`src/rtl/i2c_master_ctrl_if.sv`:
```
// Request/response and I2C bus signals of the i2c_master_ctrl block.
// "master" is the requesting side (it also drives back the sampled SDA line); "slave" is the controller.
interface i2c_master_ctrl_if;
    logic       ce;
    logic       wren;
    logic       rden;
    logic [7:0] addr;
    logic [7:0] wdata;
    logic [7:0] rdata;
    logic       busy;
    logic       done;
    logic       nack_err;
    logic       scl;
    logic       sda_oe;
    logic       sda_i;
    logic [3:0] state;

    modport master (
        output ce, wren, rden, addr, wdata, sda_i,
        input  rdata, busy, done, nack_err, scl, sda_oe, state
    );

    modport slave (
        input  ce, wren, rden, addr, wdata, sda_i,
        output rdata, busy, done, nack_err, scl, sda_oe, state
    );
endinterface

```
`src/rtl/i2c_master_ctrl.sv`:
```
// Single-byte I2C master: START, device byte, memory address, data byte, ACK bits, STOP.
// SCL/SDA are registered from the next-cycle slot position so the bus pins never glitch.
module i2c_master_ctrl #(
    parameter int QTR = 2
) (
    input  logic             clk,
    input  logic             reset,
    i2c_master_ctrl_if.slave bus
);
    localparam int QW = (QTR > 1) ? $clog2(QTR) : 1;

    typedef enum logic [3:0] {
        IDLE    = 4'd0,
        START   = 4'd1,
        DEVADDR = 4'd2,
        ACK1    = 4'd3,
        MEMADDR = 4'd4,
        ACK2    = 4'd5,
        WDATA   = 4'd6,
        ACK3    = 4'd7,
        RDATA   = 4'd8,
        MACK    = 4'd9,
        STOP    = 4'd10
    } state_t;

    state_t        state, nxt_state;
    logic [QW-1:0] qcnt, nxt_qcnt;
    logic [1:0]    q, nxt_q;
    logic [2:0]    bitcnt, nxt_bit;
    logic [7:0]    addr_l, wdata_l, shreg, rdata_r, tx_byte;
    logic          rw, samp, nack_flag;
    logic          scl_r, sda_r, busy_r, done_r, nack_r;
    logic          nxt_scl, nxt_sda;
    logic          qwrap, slot_end, accept;

    always_comb begin
        qwrap     = (qcnt == QW'(QTR - 1));
        slot_end  = qwrap && (q == 2'd3);
        accept    = (state == IDLE) && bus.ce && (bus.wren || bus.rden);
        nxt_state = state;
        nxt_q     = qwrap ? q + 2'd1 : q;
        nxt_qcnt  = qwrap ? '0 : qcnt + QW'(1);
        nxt_bit   = bitcnt;

        if (state == IDLE) begin
            nxt_q    = 2'd0;
            nxt_qcnt = '0;
            nxt_bit  = 3'd0;
            if (accept)
                nxt_state = START;
        end else if (slot_end) begin
            case (state)
                START:   begin nxt_state = DEVADDR; nxt_bit = 3'd0; end
                DEVADDR: begin
                    if (bitcnt == 3'd7) nxt_state = ACK1;
                    nxt_bit = bitcnt + 3'd1;
                end
                ACK1:    nxt_state = samp ? STOP : MEMADDR;
                MEMADDR: begin
                    if (bitcnt == 3'd7) nxt_state = ACK2;
                    nxt_bit = bitcnt + 3'd1;
                end
                ACK2:    nxt_state = samp ? STOP : (rw ? RDATA : WDATA);
                WDATA:   begin
                    if (bitcnt == 3'd7) nxt_state = ACK3;
                    nxt_bit = bitcnt + 3'd1;
                end
                ACK3:    nxt_state = STOP;
                RDATA:   begin
                    if (bitcnt == 3'd7) nxt_state = MACK;
                    nxt_bit = bitcnt + 3'd1;
                end
                MACK:    nxt_state = STOP;
                STOP:    nxt_state = IDLE;
                default: nxt_state = IDLE;
            endcase
        end

        case (nxt_state)
            DEVADDR: tx_byte = {5'b00000, addr_l[7:6], rw};
            MEMADDR: tx_byte = {2'b00, addr_l[5:0]};
            WDATA:   tx_byte = wdata_l;
            default: tx_byte = 8'h00;
        endcase

        // Data slots hold SCL low in q0/q3; ACK, read and MACK slots leave SDA to the slave.
        case (nxt_state)
            IDLE:    begin nxt_scl = 1'b1;             nxt_sda = 1'b0;             end
            START:   begin nxt_scl = (nxt_q != 2'd3);  nxt_sda = (nxt_q != 2'd0);  end
            STOP:    begin nxt_scl = (nxt_q != 2'd0);  nxt_sda = (nxt_q < 2'd2);   end
            DEVADDR, MEMADDR, WDATA: begin
                nxt_scl = (nxt_q == 2'd1) || (nxt_q == 2'd2);
                nxt_sda = ~tx_byte[3'd7 - nxt_bit];
            end
            default: begin
                nxt_scl = (nxt_q == 2'd1) || (nxt_q == 2'd2);
                nxt_sda = 1'b0;
            end
        endcase
    end

    always_ff @(posedge clk) begin
        if (reset) begin
            state     <= IDLE;
            q         <= 2'd0;
            qcnt      <= '0;
            bitcnt    <= 3'd0;
            scl_r     <= 1'b1;
            sda_r     <= 1'b0;
            busy_r    <= 1'b0;
            done_r    <= 1'b0;
            nack_r    <= 1'b0;
            rdata_r   <= 8'h00;
            addr_l    <= 8'h00;
            wdata_l   <= 8'h00;
            rw        <= 1'b0;
            samp      <= 1'b0;
            nack_flag <= 1'b0;
            shreg     <= 8'h00;
        end else begin
            state  <= nxt_state;
            q      <= nxt_q;
            qcnt   <= nxt_qcnt;
            bitcnt <= nxt_bit;
            scl_r  <= nxt_scl;
            sda_r  <= nxt_sda;
            done_r <= 1'b0;

            if (accept) begin
                addr_l    <= bus.addr;
                wdata_l   <= bus.wdata;
                rw        <= ~bus.wren;
                nack_flag <= 1'b0;
                busy_r    <= 1'b1;
            end

            // SDA is taken on the last clk of the first SCL-high quarter.
            if (state != IDLE && q == 2'd1 && qwrap) begin
                samp <= bus.sda_i;
                if (state == RDATA)
                    shreg <= {shreg[6:0], bus.sda_i};
            end

            if (slot_end && samp && (state == ACK1 || state == ACK2 || state == ACK3))
                nack_flag <= 1'b1;

            if (state == STOP && slot_end) begin
                done_r <= 1'b1;
                busy_r <= 1'b0;
                nack_r <= nack_flag;
                if (rw && !nack_flag)
                    rdata_r <= shreg;
            end
        end
    end

    assign bus.scl      = scl_r;
    assign bus.sda_oe   = sda_r;
    assign bus.busy     = busy_r;
    assign bus.done     = done_r;
    assign bus.nack_err = nack_r;
    assign bus.rdata    = rdata_r;
    assign bus.state    = state;
endmodule

```
`src/flat_wrapper.sv`:
```
// flat-port wrapper written by rule: the top's interface ports become plain ports
module i2c_master_ctrl_flat 
#(
    parameter int QTR = 2
)
  (clk, reset, bus_ce, bus_wren, bus_rden, bus_addr, bus_wdata, bus_sda_i, bus_rdata, bus_busy, bus_done, bus_nack_err, bus_scl, bus_sda_oe, bus_state);
  i2c_master_ctrl_if bus_i ();
  input  logic clk;
  input  logic reset;
  input wire logic [$bits(bus_i.ce)-1:0] bus_ce;
  input wire logic [$bits(bus_i.wren)-1:0] bus_wren;
  input wire logic [$bits(bus_i.rden)-1:0] bus_rden;
  input wire logic [$bits(bus_i.addr)-1:0] bus_addr;
  input wire logic [$bits(bus_i.wdata)-1:0] bus_wdata;
  input wire logic [$bits(bus_i.sda_i)-1:0] bus_sda_i;
  output wire logic [$bits(bus_i.rdata)-1:0] bus_rdata;
  output wire logic [$bits(bus_i.busy)-1:0] bus_busy;
  output wire logic [$bits(bus_i.done)-1:0] bus_done;
  output wire logic [$bits(bus_i.nack_err)-1:0] bus_nack_err;
  output wire logic [$bits(bus_i.scl)-1:0] bus_scl;
  output wire logic [$bits(bus_i.sda_oe)-1:0] bus_sda_oe;
  output wire logic [$bits(bus_i.state)-1:0] bus_state;
  assign bus_i.ce = bus_ce;
  assign bus_i.wren = bus_wren;
  assign bus_i.rden = bus_rden;
  assign bus_i.addr = bus_addr;
  assign bus_i.wdata = bus_wdata;
  assign bus_i.sda_i = bus_sda_i;
  assign bus_rdata = bus_i.rdata;
  assign bus_busy = bus_i.busy;
  assign bus_done = bus_i.done;
  assign bus_nack_err = bus_i.nack_err;
  assign bus_scl = bus_i.scl;
  assign bus_sda_oe = bus_i.sda_oe;
  assign bus_state = bus_i.state;
  i2c_master_ctrl #(.QTR(QTR)) u_core (.clk(clk), .reset(reset), .bus(bus_i));
endmodule
```
`config.mk`:
```
export PLATFORM = sky130hd
export DESIGN_NAME = i2c_master_ctrl_flat
export DESIGN_NICKNAME = d
export VERILOG_FILES = /design/src/rtl/i2c_master_ctrl_if.sv /design/src/rtl/i2c_master_ctrl.sv /design/src/flat_wrapper.sv
export SDC_FILE = /design/constraint.sdc
export NUM_CORES = 1
export LEC_CHECK = 0
export ABC_CLOCK_PERIOD_IN_PS = 2750
export CORE_UTILIZATION = 51
export DETAILED_ROUTE_END_ITERATION = 12
export PLACE_DENSITY = 0.76
export RECOVER_POWER = 50
export SYNTH_ARGS = -nofsm -noshare
export SYNTH_HDL_FRONTEND = slang
export SYNTH_SLANG_ARGS = --single-unit
```
`constraint.sdc`:
```
create_clock -name clk -period 2.75 [get_ports clk]
set_input_delay 0.4125 -clock clk [delete_from_list [all_inputs] [get_ports clk]]
set_output_delay 0.4125 -clock clk [all_outputs]
set_load 0.1 [all_outputs]
```
==> results.md <==
- Outcome: complete, no violations
- Hold slack: 0.459 ns
- P&R area growth vs syn: 18.4%
- Via-to-Cell Ratio: 5.76
- Filler cell count: 426
- Total track usage: 22.7%
- Hold_buf cts: 0
- Vert. Die Dim: 71.6 um
- Clock root cell: clkbuf_8
- Longest Clk Path Bufs: 2
- P per Cell Area: 472 nW/um^2
- Final net count: 356
- Post-CTS setup repair buffer count: 0
- H-tree depth: 2
- Port-buffer cells: 38
- Final hold viol count: 0
- Core area: 4500 um^2
- Cts bufs inserted: 5
- Met2 routed WL: 2.46 mm
- Sequential Area: 1000 um^2
- Netlist cell types: 61
- # rows: 24
- Clock slew at reported path FFs: 0.09 ns
- RSZ-0062 raised after global routing: false
- Number of global-route vias before repair: 1,993
- Sequential cell fraction of total power: 55.2%
- Critical path class: flip-flop to flip-flop
- CP required: 2.95 ns
- Syn Nets: 313
- Final ANT Viol Nets: 0
- TritonCTS clock tree: built
- Ys async rst share: 0%
- Final setup viols: 0
- First-pass GRT wire length: 9.25 mm
- Hold WC Path Type: flip-flop to flip-flop
- Largest net degree at the start of global routing: 19
- Yosys top cell by area: dfxtp_1
- VDD IR max: 0.000368 V
- CP arrival: 2.73 ns
- Met3 WL: 217 um
- Sw power: 365 uW
- # DRC: 0
- Io pins: 39
- Final worst-path cycle share: 91.9%
- Multi-input logic area: 1350 um^2
- Synth top area cells: dfxtp_1, mux2i_1, nand2_1, nor2_1, a21oi_1
- Met1 WL: 2.68 mm
- DP HPWL: 3.99 mm
- Mapped Area: 2470 um^2
- Post-synth top flop: dfxtp_1
- Initial DRC count: 190
- Avg Cell Area, Syn: 8.67 um^2
- 1st-pass router iterations: 4
- Synthesized instance count: 285
- Register bit total from synthesis: 50
- Final worst setup slack: 0.222 ns
- CTS sink cnt: 50
- Die X: 71.6 um
- Relative slew slack: 21.5%
- Number of flops mapped to enable cells by yosys: 0
- Top sig layer: met4
- Leak pwr: 1.18 nW
- Worst-skew pair later-pin latency: 0.31 ns
- Top-count cell post-synth: dfxtp_1
- Synth cell count leaders: dfxtp_1, nand2_1, nor2_1, a21oi_1, mux2i_1
- Power share of the combinational group: 11.9%
- Critical Path End Type: flip-flop
- Top-area cell type share of the netlist area: 40.5%
- Share of layout cells above drive strength 1: 10.3%
- Tot Pwr: 1.38 mW
- Routed vias: 2,195
- YS warnings: 0
- Slew Limit Fails: 0
- Routability Congestion: 0.903
- Seq/Total Area, Yosys: 40.5%
- Setup_tns: 0 ns
- Worst setup SP type: flip-flop
- Sw Ratio: 26.4%
- Initial Util: 54.9%
- Initial antenna violation count: 0
- Gr ovfl total: 0
- Ant. Diodes: 0
- Worst Clk Skew: 0.00532 ns
- Max cap viols: 0
- WL/cell: 14.3 um
- Die area: 5130 um^2
- DRT Wirelength: 5.45 mm
- Post-cts sizing count: 0
- Setup WS pre-CTS: 0.286 ns
- Maximum achievable frequency: 396 MHz
- Measured slew at the worst slew-check pin: 1.18 ns
- Clock power share: 32.9%
- Int Pwr: 1.02 mW
- CP max FO: 18
- Fin crit period: 2.53 ns
## final timing paths
| check | cells past startpoint | slack [ns] | from | end |
|---|---|---|---|---|
| max | 8 | 0.22 | u_core.bus.state[2] | u_core.bus.scl |
| min | 2 | 0.46 | u_core.wdata_l[2] | u_core.wdata_l[2] |
| max reg2reg | 8 | 0.22 | u_core.bus.state[2] | u_core.bus.scl |
| min reg2reg | 2 | 0.46 | u_core.wdata_l[2] | u_core.wdata_l[2] |
## worst max-delay path, stage by stage, from the launching register on
cell       delay [ns]
dfxtp_1          0.48
or4_1            0.73
nor2_4           0.18
a221oi_4         0.05
buf_4            0.19
nor4_1           0.28
o2bb2ai_1        0.15
a21oi_1          0.05
a311o_1          0.31
## routing by layer
layer | track usage [%] | up-vias
met5 | 0 | -
met1 | 31.3 | 1026
li1 | - | 1111
met2 | 34.7 | 50
met4 | 9.37 | 0
met3 | 4.64 | 8
## per-stage QoR
step	std cells	area, um^2	utilization [%]
after floorplan	285	2480	-
after global placement	373	2910	64.7
after detailed placement	373	2910	64.7
after CTS	381	3010	66.9
after global routing	381	2930	65.0
final	381	2930	65.0
## power by group through the flow
stage	clock, mW	combinational (mW)	sequential [mW]
3_5_place_dp	0	0.169	0.781
6_report	0.454	0.164	0.764
4_1_cts	0.463	0.170	0.764
3_3_place_gp	0	0.166	0.780
2_1_floorplan	0	0.0833	0.800
5_1_grt	0.492	0.178	0.767
## registers in the layout (all words and copies together), names as in the netlist, 2 cells and up
signal and cells:
u_core.addr_l 8, u_core.bitcnt 3, u_core.bus.rdata 8, u_core.bus.state 4, u_core.q 2, u_core.shreg 8
u_core.wdata_l 8
## cells by family after synthesis
family          synth area share [%]
compound gates                  19.6
xor+xnor                       0.354
fa+ha+maj                       3.04
buf+inv                         4.60
flops                           40.5
mux                             8.96
simple gates                    22.9
## layout make-up
| cell class | count | share of cell area (%) |
|---|---|---|
| multi-input combinational | 209 | 46.2 |
| sequential | 50 | 34.3 |
| timing repair buffer | 53 | 12.7 |
| clock buffer | 6 | 2.82 |
| tap | 52 | 2.22 |
| inverter | 9 | 1.15 |
| clock inverter | 2 | 0.599 |
## placed cells by master (no fill, tap or decap), types with 3 or more instances in the layout
cell type        netlist  layout
a31oi_1                3       3
and3_1                 5       5
o211ai_1               3       3
clkdlybuf4s50_1        0      21
o211a_1                3       3
nand2_1               39      39
dfxtp_1               50      47
clkbuf_1              10      21
o21ai_0                6       6
nor2_1                33      33
nand3_1                7       7
clkbuf_8               0       6
nor3_1                 5       5
dfxtp_2                0       3
buf_4                  3      11
mux2i_1               21      21
nor4_1                 2       3
inv_1                  9       9
a21oi_1               21      21
ha_1                   6       6
nand3b_1               4       4
Note: power is estimated with default switching activity, not from simulation.
